## config.mk

```make
export PLATFORM = sky130hd
export DESIGN_NAME = multicycle_datapath
export DESIGN_NICKNAME = d
export VERILOG_FILES = /design/src/rtl/mips_pkg.sv /design/src/rtl/multicycle_datapath_register_file.sv /design/src/rtl/multicycle_datapath.sv
export SDC_FILE = /design/constraint.sdc
export NUM_CORES = 2
export LEC_CHECK = 0
export CAP_MARGIN = 20
export CORE_ASPECT_RATIO = 1.1
export CORE_MARGIN = 2
export CORE_UTILIZATION = 63
export CTS_CLUSTER_DIAMETER = 50
export DETAILED_ROUTE_END_ITERATION = 10
export PLACE_DENSITY = 0.82
export SYNTH_ARGS = -nofsm -noshare
export SYNTH_HDL_FRONTEND = slang
export SYNTH_SLANG_ARGS = --single-unit
export TNS_END_PERCENT = 10
```

## constraint.sdc

```tcl
create_clock -name clk -period 8.3 [get_ports clk]
set_input_delay 1.66 -clock clk [delete_from_list [all_inputs] [get_ports clk]]
set_output_delay 1.66 -clock clk [all_outputs]
set_load 0.02 [all_outputs]
```

## src/rtl/mips_pkg.sv

```systemverilog
// Shared constants for the multicycle MIPS datapath and its control unit:
// ALU operation codes, mux select encodings, opcodes and field helpers.
package mips_pkg;

   // Register file geometry
   localparam int NUM_REGS = 32;
   localparam int REG_AW   = 5;

   // ALU operations (3-bit alu_control); unlisted codes yield 0
   localparam logic [2:0] ALU_AND = 3'b000;
   localparam logic [2:0] ALU_OR  = 3'b001;
   localparam logic [2:0] ALU_ADD = 3'b010;
   localparam logic [2:0] ALU_SUB = 3'b110;
   localparam logic [2:0] ALU_SLT = 3'b111;

   // ALU operand B selects
   localparam logic [1:0] SRCB_REG     = 2'b00;
   localparam logic [1:0] SRCB_FOUR    = 2'b01;
   localparam logic [1:0] SRCB_IMM     = 2'b10;
   localparam logic [1:0] SRCB_IMM_SH2 = 2'b11;

   // Next-PC selects (2'b11 aliases the ALU result)
   localparam logic [1:0] PCSRC_ALU    = 2'b00;
   localparam logic [1:0] PCSRC_ALUOUT = 2'b01;
   localparam logic [1:0] PCSRC_JUMP   = 2'b10;

   // Opcodes understood by the control unit
   localparam logic [5:0] OP_RTYPE = 6'h00;
   localparam logic [5:0] OP_J     = 6'h02;
   localparam logic [5:0] OP_BEQ   = 6'h04;
   localparam logic [5:0] OP_ADDI  = 6'h08;
   localparam logic [5:0] OP_LW    = 6'h23;
   localparam logic [5:0] OP_SW    = 6'h2B;

   // Sign-extend a 16-bit immediate to a full word
   function automatic logic [31:0] sign_ext(input logic [15:0] imm);
      return {{16{imm[15]}}, imm};
   endfunction

   // Pseudo-direct jump target: top nibble of PC, 26-bit index, word aligned
   function automatic logic [31:0] jump_target(input logic [31:0] pc,
                                               input logic [25:0] index);
      return {pc[31:28], index, 2'b00};
   endfunction

endpackage

```

## src/rtl/multicycle_datapath_register_file.sv

```systemverilog
// 32x32 register file: two combinational read ports, one write port
// committed on the clock edge, r0 hardwired to zero, async active-low clear.
module register_file
   import mips_pkg::*;
(
   input  logic              clk,
   input  logic              rst_n,
   input  logic [REG_AW-1:0] i_ra1,
   input  logic [REG_AW-1:0] i_ra2,
   input  logic              i_we,
   input  logic [REG_AW-1:0] i_wa,
   input  logic [31:0]       i_wd,
   output logic [31:0]       o_rd1,
   output logic [31:0]       o_rd2
);

   logic [31:0] r_regs [NUM_REGS];

   // Clear everything on reset; otherwise commit one write per edge, never to r0
   always_ff @(posedge clk or negedge rst_n) begin
      if (!rst_n) begin
         for (int i = 0; i < NUM_REGS; i++) begin
            r_regs[i] <= '0;
         end
      end else if (i_we && (i_wa != '0)) begin
         r_regs[i_wa] <= i_wd;
      end
   end

   // Reads see pre-edge contents, so a same-cycle write is not forwarded
   assign o_rd1 = (i_ra1 == '0) ? 32'h0 : r_regs[i_ra1];
   assign o_rd2 = (i_ra2 == '0) ? 32'h0 : r_regs[i_ra2];

endmodule

```

## src/rtl/multicycle_datapath.sv

```systemverilog
// Multicycle MIPS datapath: holds PC, IR, MDR, A, B, ALUOut and the register
// file, and executes one control word from the control unit per clock.
module multicycle_datapath
   import mips_pkg::*;
#(
   parameter logic [31:0] RESET_PC = 32'h0000_0000
)(
   input  logic        clk,
   input  logic        reset,
   input  logic        mem_to_reg,
   input  logic        reg_dest,
   input  logic        i_or_d,
   input  logic        alu_src_a,
   input  logic        ir_write,
   input  logic        mem_write,
   input  logic        pc_write,
   input  logic        branch,
   input  logic        reg_write,
   input  logic [1:0]  alu_src_b,
   input  logic [1:0]  pc_src,
   input  logic [2:0]  alu_control,
   output logic [5:0]  opcode,
   output logic [5:0]  funct,
   output logic [31:0] mem_addr,
   output logic [31:0] mem_wdata,
   output logic        mem_we,
   input  logic [31:0] mem_rdata
);

   // Architectural and inter-cycle state
   logic [31:0] r_pc;
   logic [31:0] r_ir;
   logic [31:0] r_mdr;
   logic [31:0] r_a;
   logic [31:0] r_b;
   logic [31:0] r_alu_out;

   // Combinational datapath nets
   logic [31:0]       w_rd1;
   logic [31:0]       w_rd2;
   logic [31:0]       w_sign_imm;
   logic [31:0]       w_src_a;
   logic [31:0]       w_src_b;
   logic [31:0]       w_alu_result;
   logic              w_zero;
   logic [31:0]       w_pc_next;
   logic              w_pc_en;
   logic [REG_AW-1:0] w_wr_addr;
   logic [31:0]       w_wr_data;

   // Instruction fields fed back to the control unit
   assign opcode = r_ir[31:26];
   assign funct  = r_ir[5:0];

   // Unified memory port
   assign mem_addr  = i_or_d ? r_alu_out : r_pc;
   assign mem_wdata = r_b;
   assign mem_we    = mem_write;

   // Write-back destination and data use the IR as it stands before the edge
   assign w_wr_addr = reg_dest ? r_ir[15:11] : r_ir[20:16];
   assign w_wr_data = mem_to_reg ? r_mdr : r_alu_out;

   register_file u_register_file (
      .clk   (clk),
      .rst_n (reset),
      .i_ra1 (r_ir[25:21]),
      .i_ra2 (r_ir[20:16]),
      .i_we  (reg_write),
      .i_wa  (w_wr_addr),
      .i_wd  (w_wr_data),
      .o_rd1 (w_rd1),
      .o_rd2 (w_rd2)
   );

   assign w_sign_imm = sign_ext(r_ir[15:0]);
   assign w_src_a    = alu_src_a ? r_a : r_pc;

   // ALU operand B selection
   always_comb begin
      w_src_b = r_b;
      case (alu_src_b)
         SRCB_REG:     w_src_b = r_b;
         SRCB_FOUR:    w_src_b = 32'd4;
         SRCB_IMM:     w_src_b = w_sign_imm;
         SRCB_IMM_SH2: w_src_b = {w_sign_imm[29:0], 2'b00};
         default:      w_src_b = r_b;
      endcase
   end

   // ALU: wrap-around arithmetic, signed compare for slt, unused codes give 0
   always_comb begin
      w_alu_result = 32'h0;
      case (alu_control)
         ALU_ADD: w_alu_result = w_src_a + w_src_b;
         ALU_SUB: w_alu_result = w_src_a - w_src_b;
         ALU_AND: w_alu_result = w_src_a & w_src_b;
         ALU_OR:  w_alu_result = w_src_a | w_src_b;
         ALU_SLT: w_alu_result = ($signed(w_src_a) < $signed(w_src_b)) ? 32'd1 : 32'd0;
         default: w_alu_result = 32'h0;
      endcase
   end

   assign w_zero = (w_alu_result == 32'h0);

   // Next-PC selection; the spare encoding falls back to the ALU result
   always_comb begin
      w_pc_next = w_alu_result;
      case (pc_src)
         PCSRC_ALU:    w_pc_next = w_alu_result;
         PCSRC_ALUOUT: w_pc_next = r_alu_out;
         PCSRC_JUMP:   w_pc_next = jump_target(r_pc, r_ir[25:0]);
         default:      w_pc_next = w_alu_result;
      endcase
   end

   assign w_pc_en = pc_write | (branch & w_zero);

   // Program counter: unconditional write or taken branch
   always_ff @(posedge clk or negedge reset) begin
      if (!reset) begin
         r_pc <= RESET_PC;
      end else if (w_pc_en) begin
         r_pc <= w_pc_next;
      end
   end

   // Instruction register: loads only during fetch
   always_ff @(posedge clk or negedge reset) begin
      if (!reset) begin
         r_ir <= 32'h0;
      end else if (ir_write) begin
         r_ir <= mem_rdata;
      end
   end

   // Inter-cycle holding registers reload unconditionally every cycle
   always_ff @(posedge clk or negedge reset) begin
      if (!reset) begin
         r_mdr     <= 32'h0;
         r_a       <= 32'h0;
         r_b       <= 32'h0;
         r_alu_out <= 32'h0;
      end else begin
         r_mdr     <= mem_rdata;
         r_a       <= w_rd1;
         r_b       <= w_rd2;
         r_alu_out <= w_alu_result;
      end
   end

endmodule

```

==> impl_metrics.csv <==
group,metric,value,unit
setup_path,cp_slowest_cell,"or4b_1",
routing,vias,53800,
floorplanning,row_count,124,
clock_network,cts_resized,0,
floorplanning,die_area,107000,µm²
routing,first_pass_iters,9,
setup_path,path_class,"in -> reg",
setup_path,path_delay_family,"simple AND/OR/NAND/NOR gates",
power,clkPwrFrac,23.0,%
final_layout,drive_above_1_share,17.9,%
synth,ys.flop_type,"dfrtp_1",
clock_network,ctsHoldBuffers,0,
synth,synth_edf_count,0,
clock_network,clockBufferDepth,3,
setup_path,worst_path_largest_cell_delay,690,ps
routing,wl_per_cell,29.2,µm
global_route,grt_usage,41.1,%
clock_network,cts_made_buffers,120,
global_route,grt-ovfl-total,0,
power,intPower,15.8,mW
power,ir_worst_vdd,0.211,mV
power,pwr-share-seq,41.2,%
setup_path,crit_end,"r_pc[7]",
sta,setup_tns,0,ps
sta,slew_violations,0,
routing,met3_wirelength,27300,µm
floorplanning,pin_count,127,
sta,finalHoldViolations,0,
place,dpl.hpwl,130000,µm
floorplanning,die_h,343,µm
sta,clock_skew,30.0,ps
final_layout,multi_input_area,32800,µm²
synth,syn_area_per_cell,10.5,µm²
setup_path,crit_chain,"clkdlybuf4s50_1 > buf_4 > nor2_1 > ha_1 > inv_1 > fa_1 > nor2b_1 > o311ai_2 > a31oi_1 > buf_4 > a211oi_1 > o21bai_1 > mux2i_1 > nand3b_1 > or4b_1 > or4_1 > o41a_2 > buf_12 > mux2_4",
clock_network,root_buffer,"clkbuf_16",
place,numPortBuffers,124,
power,p_switching,9.11,mW
routing,wl_met1,76600,µm
floorplanning,core,104000,µm²
setup_path,crit_fanout,28,
clock_network,h-tree-depth,3,
power,pwr-share-comb,35.8,%
sta,fmax,0.135,GHz
setup_path,critPathLaunch,"alu_src_b[0]",
status,status,"complete, but fails checks",
clock_network,clock_latency,740,ps
clock_network,path_clk_slew,60,ps
global_route,antenna_found_initial,3,
setup_path,worstSetupStartpointType,"input pin",
routing,topRoutingLayerUsed,"met5",
synth,syn_nets,6401,
routing,viasPerCell,7.16,
floorplanning,initial_core_util,63.4,%
routing,drt_iter0_drc,7831,
sta,tightest_slew,1180,ps
setup_path,cp_common_cell,"buf_4",
power,p_sw_share,36.6,%
sta,period_share,89.1,%
sta,relSlewSlack,21.4,%
final_layout,area_growth,10.0,%
status,violations,"design-rule violations",
global_route,grt_pass1_wl,329000,µm
final_layout,final_cell_mix,"dfrtp_1, a21oi_1, nor2_1",
sta,setup_viol,0,
global_route,grt_pass1_vias,54100,
sta,min_period,7400,ps
power,cellPowerDensity,344,nW/µm²
routing,ant_nets,0,
clock_network,cts.sink_count,1216,
synth,yosysUniqueCellTypes,82,
setup_path,r2r-end,"r_pc[7]",
clock_network,cts_tree,"done",
final_layout,post-route-util,69.8,%
setup_path,critical_path_arrival,8030,ps
setup_path,worst-r2r-setup-slack,2030,ps
setup_path,cp.required,8930,ps
synth,synthCells,6242,
clock_network,post-cts-setup-buffer-count,0,
floorplanning,dieWidth,312,µm
synth,synth_area,65700,µm²
sta,rsz0062_at_grt,"no",
global_route,grt_max_degree,188,
place,gp_congestion,0.987,
power,leakage,31.0,nW
synth,synthArstFlopShare,100,%
synth,ys_seq_area_share,46.3,%
setup_path,worst-r2r-cell-count,18,
final_layout,fin_nets,6186,
final_layout,final_common_cell,"dfrtp_1",
synth,yosysWarningCount,0,
hold_path,worstHoldPathType,"reg -> reg",
power,total_power,24.9,mW
routing,drc,1,
setup_path,r2r-start,"r_ir[0]",
routing,dr_wl_met2,100000,µm
final_layout,seq_area,30500,µm²
setup_path,worstSetupEndpointType,"register",
routing,routed_wl,219000,µm
setup_path,cp_num_buf_inv,5,
setup_path,worst-path-stages,19,
synth,ys_ff_latch,1216,
run,max_cap_violations,0,
final_layout,fill_cells,7126,
## cell families after synthesis
logic type,Yosys count,synth area share [%]
and+or+nand+nor,1484,9.16
buffers and inverters,744,4.39
muxes,917,22.9
AOI/OAI and AO/OA,1757,14.9
adders and majority gates,109,2.10
xor gates and xnor gates,15,0.200
DFF,1216,46.3
## cell usage after synthesis (all sizes together), types with 6 or more instances
master | instances | share of area (%)
or2 | 7 | 0.067
a211oi | 23 | 0.26
o31ai | 17 | 0.19
a211o | 10 | 0.13
a22oi | 19 | 0.22
or3 | 10 | 0.095
mux2i | 289 | 4.4
a221oi | 11 | 0.18
o22ai | 76 | 0.72
nor4 | 13 | 0.12
nand4 | 21 | 0.20
mux4 | 448 | 15
o211ai | 20 | 0.23
o221ai | 65 | 0.87
nand2b | 16 | 0.15
nand2 | 427 | 2.4
dfrtp | 1216 | 46
o31a | 6 | 0.080
nand3 | 20 | 0.15
nor2b | 15 | 0.14
buf | 108 | 0.76
nor2 | 857 | 4.9
nor3 | 59 | 0.45
o21ai | 474 | 3.6
o311ai | 8 | 0.12
a21o | 26 | 0.30
a21oi | 926 | 7.1
inv | 119 | 0.68
ha | 107 | 2.0
xnor2 | 15 | 0.20
o21bai | 15 | 0.17
mux2 | 180 | 3.2
and3 | 7 | 0.067
or4 | 7 | 0.086
and2 | 11 | 0.10
a31oi | 16 | 0.15
clkbuf | 517 | 3.0
## power by group through the flow
stage,Sequential (mW),Combinational (mW),Clock (mW)
after floorplan,9.53,6.34,0
after global placement,9.95,8.34,0
after detailed placement,10.2,8.63,0
after CTS,10.1,8.74,5.71
after global routing,10.5,9.59,5.95
final,10.2,8.89,5.72
## registers in the layout, summed over array words and instances, names as in the netlist
| signal | count |
|---|---|
| mem_wdata | 32 |
| r_a | 32 |
| r_alu_out | 32 |
| r_ir | 32 |
| r_mdr | 32 |
| r_pc | 32 |
| u_register_file.r_regs | 1024 |
## worst min-delay path by stage
| stage | startpoint | end | slack, ps | cells after the start |
|---|---|---|---|---|
| 2_1_floorplan | u_register_file.r_regs[1000] | u_register_file.r_regs[1000] | 450 | 1 |
| 3_3_place_gp | u_register_file.r_regs[1013] | u_register_file.r_regs[1013] | 380 | 0 |
| 3_5_place_dp | u_register_file.r_regs[1020] | u_register_file.r_regs[1020] | 390 | 0 |
| 4_1_cts | u_register_file.r_regs[995] | u_register_file.r_regs[995] | 400 | 0 |
| 5_1_grt | u_register_file.r_regs[1015] | u_register_file.r_regs[1015] | 410 | 0 |
| 6_report | u_register_file.r_regs[1016] | u_register_file.r_regs[1016] | 400 | 0 |
## stage by stage
stage	instances	instance area [µm²]	hold WS [ps]	setup slack, ps
after floorplan	6242	65700	445	1110
after global placement	7284	68000	380	254
after detailed placement	7286	68100	387	227
after CTS	7507	72200	401	990
after global routing	7513	72300	409	690
final	7513	72300	400	901
## layout make-up
class | instances | area share (%)
clock buffer | 172 | 4.86
sequential | 1216 | 42.1
inverter | 119 | 0.618
tap | 1386 | 2.40
clock inverter | 49 | 0.856
antenna | 1 | 0.00346
timing repair buffer | 288 | 3.75
multi-input combinational | 4282 | 45.4
## per-layer routing
metal	vias to the layer above	global-route usage, %
met1	26700	52.5
met5	-	0
met2	3977	63.4
li1	22100	-
met4	2	24.9
met3	983	11.1
Note: power is estimated with default switching activity, not from simulation.
